**config.mk**
```make
export PLATFORM = sky130hd
export DESIGN_NAME = io_input_unit_flat
export DESIGN_NICKNAME = d
export VERILOG_FILES = /design/src/rtl/io_input_unit_if.sv /design/src/rtl/io_input_unit.sv /design/src/flat_wrapper.sv
export SDC_FILE = /design/constraint.sdc
export NUM_CORES = 1
export LEC_CHECK = 0
export CAP_MARGIN = 0
export CORE_MARGIN = 2
export CORE_UTILIZATION = 25
export CTS_CLUSTER_SIZE = 40
export DETAILED_ROUTE_END_ITERATION = 12
export PLACE_DENSITY_LB_ADDON = 0.12
export SETUP_SLACK_MARGIN = 0.2
export SLEW_MARGIN = 20
export SYNTH_ARGS = -nofsm -noshare
export SYNTH_HDL_FRONTEND = slang
export SYNTH_SLANG_ARGS = --single-unit
```
**constraint.sdc**
```tcl
create_clock -name CLK -period 3.54 [get_ports CLK]
set_clock_uncertainty 0.05 [all_clocks]
set_input_delay 0.354 -clock CLK [delete_from_list [all_inputs] [get_ports CLK]]
set_output_delay 0.354 -clock CLK [all_outputs]
set_load 0.005 [all_outputs]
```
**src/rtl/io_input_unit_if.sv**
```systemverilog
// Processor IO read bus between the MIPS core (master) and the switch input unit (slave).
interface io_input_unit_if;
  logic [3:0]  IOAddr;
  logic        IOReadEn;
  logic [31:0] IOReadData;

  modport master (output IOAddr, output IOReadEn, input IOReadData);
  modport slave  (input IOAddr, input IOReadEn, output IOReadData);
endinterface

```
**src/rtl/io_input_unit.sv**
```systemverilog
// Switch input port: 2-flop sync, per-bit debounce, rising-edge event latch with
// clear-on-read, debounced-transition counter and a combinational IO read mux.
module io_input_unit #(
  parameter int NSW        = 4,
  parameter int DEB_CYCLES = 50000
) (
  input  logic              CLK,
  input  logic              RESET,
  input  logic [NSW-1:0]    SW,
  io_input_unit_if.slave    io_bus
);

  localparam logic [19:0] DEB_MAX = 20'(DEB_CYCLES - 1);

  logic [NSW-1:0] r_sync1;
  logic [NSW-1:0] r_sync2;
  logic [NSW-1:0] r_stable;
  logic [NSW-1:0] r_evt;
  logic [19:0]    r_cnt [NSW];
  logic [15:0]    r_chg;

  logic [NSW-1:0] w_stable_nxt;
  logic [19:0]    w_cnt_nxt [NSW];
  logic [NSW-1:0] w_rise;
  logic [NSW-1:0] w_toggle;
  logic [4:0]     w_nchg;
  logic           w_clr;
  logic [NSW-1:0] w_evt_nxt;
  logic [31:0]    w_rdata;

  // Per-bit debounce decision: restart on agreement, accept after a full run of disagreement.
  always_comb begin
    w_stable_nxt = r_stable;
    for (int i = 0; i < NSW; i++) begin
      w_cnt_nxt[i] = 20'd0;
      if (r_sync2[i] == r_stable[i]) begin
        w_cnt_nxt[i] = 20'd0;
      end else if (r_cnt[i] == DEB_MAX) begin
        w_stable_nxt[i] = r_sync2[i];
        w_cnt_nxt[i]    = 20'd0;
      end else begin
        w_cnt_nxt[i] = r_cnt[i] + 20'd1;
      end
    end
  end

  // Edge detection, transition count and event latch with set-over-clear priority.
  always_comb begin
    w_rise   = w_stable_nxt & ~r_stable;
    w_toggle = w_stable_nxt ^ r_stable;
    w_nchg   = 5'd0;
    for (int i = 0; i < NSW; i++) begin
      w_nchg = w_nchg + {4'd0, w_toggle[i]};
    end
    w_clr = io_bus.IOReadEn && (io_bus.IOAddr == 4'h5);
    if (w_clr) begin
      w_evt_nxt = w_rise;
    end else begin
      w_evt_nxt = r_evt | w_rise;
    end
  end

  // State registers; everything returns to zero on reset.
  always_ff @(posedge CLK or posedge RESET) begin
    if (RESET) begin
      r_sync1  <= '0;
      r_sync2  <= '0;
      r_stable <= '0;
      r_evt    <= '0;
      r_chg    <= 16'd0;
      for (int i = 0; i < NSW; i++) begin
        r_cnt[i] <= 20'd0;
      end
    end else begin
      r_sync1  <= SW;
      r_sync2  <= r_sync1;
      r_stable <= w_stable_nxt;
      r_evt    <= w_evt_nxt;
      r_chg    <= r_chg + {11'd0, w_nchg};
      for (int i = 0; i < NSW; i++) begin
        r_cnt[i] <= w_cnt_nxt[i];
      end
    end
  end

  // Zero-latency read mux; unmapped addresses read as zero.
  always_comb begin
    w_rdata = 32'h0;
    case (io_bus.IOAddr)
      4'h4:    w_rdata = 32'(r_stable);
      4'h5:    w_rdata = 32'(r_evt);
      4'h6:    w_rdata = {16'h0, r_chg};
      4'h7:    w_rdata = {31'h0, |r_evt};
      default: w_rdata = 32'h0;
    endcase
  end

  assign io_bus.IOReadData = w_rdata;

endmodule

```
**src/flat_wrapper.sv**
```systemverilog
// flat-port wrapper written by rule: the top's interface ports become plain ports
module io_input_unit_flat 
#(
  parameter int NSW        = 4,
  parameter int DEB_CYCLES = 50000
)
  (CLK, RESET, SW, io_bus_IOAddr, io_bus_IOReadEn, io_bus_IOReadData);
  io_input_unit_if io_bus_i ();
  input  logic CLK;
  input  logic RESET;
  input  logic [NSW-1:0] SW;
  input wire logic [$bits(io_bus_i.IOAddr)-1:0] io_bus_IOAddr;
  input wire logic [$bits(io_bus_i.IOReadEn)-1:0] io_bus_IOReadEn;
  output wire logic [$bits(io_bus_i.IOReadData)-1:0] io_bus_IOReadData;
  assign io_bus_i.IOAddr = io_bus_IOAddr;
  assign io_bus_i.IOReadEn = io_bus_IOReadEn;
  assign io_bus_IOReadData = io_bus_i.IOReadData;
  io_input_unit #(.NSW(NSW), .DEB_CYCLES(DEB_CYCLES)) u_core (.CLK(CLK), .RESET(RESET), .SW(SW), .io_bus(io_bus_i));
endmodule
```
==> results_dict.tcl <==
set metrics [dict create \
    outcome "finished with violations" \
    cts.clk_slew.worst_paths_ps 80 \
    synth_most_common_cell "sky130_fd_sc_hd__dfrtp_1" \
    max_stage_delay_cell_worst_path "sky130_fd_sc_hd__fa_2" \
    synth_cell_type_count 49 \
    holdCritPathClass "flop to flop" \
    post-dp-hpwl_um 10100 \
    cts-htree-levels 3 \
    postPlaceCellArea_um2 7000 \
    footprint_of_the_multi_input_gates_um2 3053 \
    area.growth.synth_to_final_pct 31.56 \
    ys_top_cells_by_area "sky130_fd_sc_hd__dfrtp_1, sky130_fd_sc_hd__xnor2_1, sky130_fd_sc_hd__nor2_1" \
    finalHoldWorstSlack_ps 309.3 \
    violations "negative setup slack" \
    pwr_density_cell_nw_per_um2 329.6 \
    grt_overflow_total 0 \
    start_util 0.2553 \
    yosysWarningCount 0 \
    post_synth_instance_area_um2 5781 \
    drc 0 \
    p_sw_frac 0.2340 \
    first_global_vias 4687 \
    grt_max_degree 47 \
    worst-slew-pin-transition_ps 1004 \
    placed_cells 966 \
    preCtsSetupSlack_ps -444.2 \
    grt_antenna_before_repair 0 \
    routabilityCongestion 0.7450 \
    antennaDiodeCount 0 \
    endpoint_kind "flop" \
    clkPwrFrac 0.433 \
    fill_cells 2315 \
    timing.critical_path.cells "ha_2, and3_4, nand3_2, or3_4, mux2_4, ha_4, inv_2, ha_4, inv_2, fa_2, inv_2, ha_4, fa_2, a21oi_4, nor2_4, nand2_1, xnor2_1" \
    postSynthCellCount 577 \
    worst-path-max-fanout 4 \
    setup_slack_ps -268.4 \
    clock_sink_count 112 \
    setup_repair_after_global_routing_missed_its_margin "yes" \
    numCtsBuffers 9 \
    p_comb_frac 0.047 \
    timing.final.crit_share 1.076 \
    biggest_cell_delay_along_the_critical_path_ps 520 \
    synthDominantCellAreaShare 0.4848 \
    ir_worst_vdd_uv 312.8 \
    design.core.area_um2 22640 \
    final_design_area_no_fill_um2 7605 \
    vias_per_cell 4.584 \
    critical_path.startpoint_type "flop" \
    yosys.area.top_type "sky130_fd_sc_hd__dfrtp_1" \
    period_needed_ps 3808 \
    register_bit_count_reported_by_yosys 112 \
    timing.critical_path.arrival_ps 4040 \
    setup_viol 14 \
    design.die.area_um2 24350 \
    switching_power_uw 586.5 \
    synth_top_flop_cell "sky130_fd_sc_hd__dfrtp_1" \
    max_freq_ghz 0.2626 \
    finalHoldViolations 0 \
    global_route_wire_length_before_repair_um 23620 \
    cts_root_buffer "sky130_fd_sc_hd__clkbuf_16" \
    required_arrival_time_at_the_worst_endpoint_ps 3770 \
    asyncSetResetFlopFracSynth 1.000 \
    final.setup.tns_ps -2673 \
    post_synth_most_frequent_cells "sky130_fd_sc_hd__dfrtp_1, sky130_fd_sc_hd__nor2_1, sky130_fd_sc_hd__xnor2_1" \
    leakage_component_of_the_power_nw 3.251 \
    routed_wirelength_um 14030 \
    floorplan.die.width_um 156.1 \
    clock_insertion_delay_worst_skew_ps 350 \
    part_of_the_yosys_area_used_for_sequential_elements 0.4848 \
    layout.cells.non_filler 987 \
    worst-setup-path-type "flop to flop" \
    fin_nets 723 \
    number_of_flops_mapped_to_enable_cells_by_yosys 0 \
    overall_power_mw 2.506 \
    relSlewSlack 0.3284 \
    dr_total_vias 4524 \
    report.final.slew_viol_count 0 \
    1st_iter_drt_viols 146 \
    tritoncts "done" \
    detail-route-antenna-nets 0 \
    io_buffers 26 \
    post_route_cells_drive_above_1_share 0.2379 \
    io_pins 43 \
    fin_util 0.3359 \
    synth_area_per_cell_um2 10.02 \
    drt-pass1-iter-count 4 \
    post_drt_wl_per_cell_um 14.22 \
    cts_max_path_buffers 2 \
    cts_hold_buffers_added 0 \
    p_int_mw 1.920 \
    layout.area.seq_um2 2803 \
    dieHeight_um 156.1 \
    cap_viol_max_count 0 \
    rows 55 \
    power_frac_seq 0.520 \
    track_usage 0.1220 \
]
==> layout by cell type, fill, tap and decap left out, types with 15 or more instances in the layout <==
cell type and instances:
sky130_fd_sc_hd__nand2_1 22, sky130_fd_sc_hd__xor2_1 26, sky130_fd_sc_hd__conb_1 16, sky130_fd_sc_hd__xnor2_1 46, sky130_fd_sc_hd__nor4_1 22, sky130_fd_sc_hd__clkdlybuf4s50_1 26, sky130_fd_sc_hd__nand3_1 28, sky130_fd_sc_hd__and2_1 19
sky130_fd_sc_hd__buf_4 90, sky130_fd_sc_hd__nand4_1 27, sky130_fd_sc_hd__nor3_1 15, sky130_fd_sc_hd__nor2_1 79, sky130_fd_sc_hd__dfrtp_1 112
==> path summary, 6_finish.rpt <==
check	startpoint	to	slack, ps	cells past startpoint
setup / recovery	u_core.r_cnt[40]	u_core.r_chg[8]	-270	17
hold / removal	u_core.r_sync1[2]	u_core.r_sync2[2]	310	0
setup reg to reg	u_core.r_cnt[40]	u_core.r_chg[8]	-270	17
hold reg to reg	u_core.r_sync1[2]	u_core.r_sync2[2]	310	0
max in group asynchronous	RESET	u_core.r_stable[0]	2200	3
min in group asynchronous	RESET	u_core.r_cnt[64]	420	2
==> critical path, delay by kind of cell, from the launching register on <==
kind | cells | cell delay (ps)
adders and majority gates | 6 | 1750
and+or+nand+nor | 5 | 800
DFF | 1 | 360
muxes | 1 | 330
AOI/OAI and AO/OA | 1 | 230
xor gates and xnor gates | 1 | 110
buffers and inverters | 3 | 100
==> logic make-up (layout without fill, tap and decap cells) <==
family	after synthesis	after routing	synth area share
compound gates	46	46	0.05563
xor+xnor	73	73	0.1106
fa+ha+maj	15	15	0.03507
buf+inv	47	157	0.04329
flops	112	112	0.4848
mux	10	10	0.01818
other cells	1	16	0.0006487
simple gates	273	273	0.2517
==> final cells by class <==
type | count | share of cell area
Multi-Input combinational cell | 433 | 0.4014
Inverter | 20 | 0.01037
Tap cell | 285 | 0.04689
Clock buffer | 10 | 0.03142
Timing Repair Buffer | 121 | 0.1316
Clock inverter | 6 | 0.009707
Sequential cell | 112 | 0.3685
==> sequential cells by signal, summed over array words and instances (netlist names) <==
name             count
u_core.r_cnt        80
u_core.r_chg        16
u_core.r_evt         4
u_core.r_stable      4
u_core.r_sync1       4
u_core.r_sync2       4
==> power by group through the flow <==
stage | Combinational, mW | Sequential [mW] | Clock, mW
after floorplan | 0.0731 | 1.33 | 0
after global placement | 0.121 | 1.33 | 0
after detailed placement | 0.122 | 1.33 | 0
after CTS | 0.123 | 1.30 | 1.14
after global routing | 0.137 | 1.31 | 1.18
final | 0.118 | 1.30 | 1.09
==> routing by layer <==
metal	vias to the layer above	track usage	part of all wire	wire, µm
li1	2235	-	-	-
met1	2215	0.1517	0.47	6598
met2	59	0.2124	0.49	6851
met3	15	0.02389	0.026	359
met4	0	0.03932	0.016	221
met5	-	0	0	0
==> timing repair <==
item | 4_1_cts | 5_1_grt
setup endpoints to repair | 15 | 15
setup buffers | 2 | 3
pin swaps | 18 | 13
gates resized for setup | 36 | 9
Power figures use the tool's default switching activity.
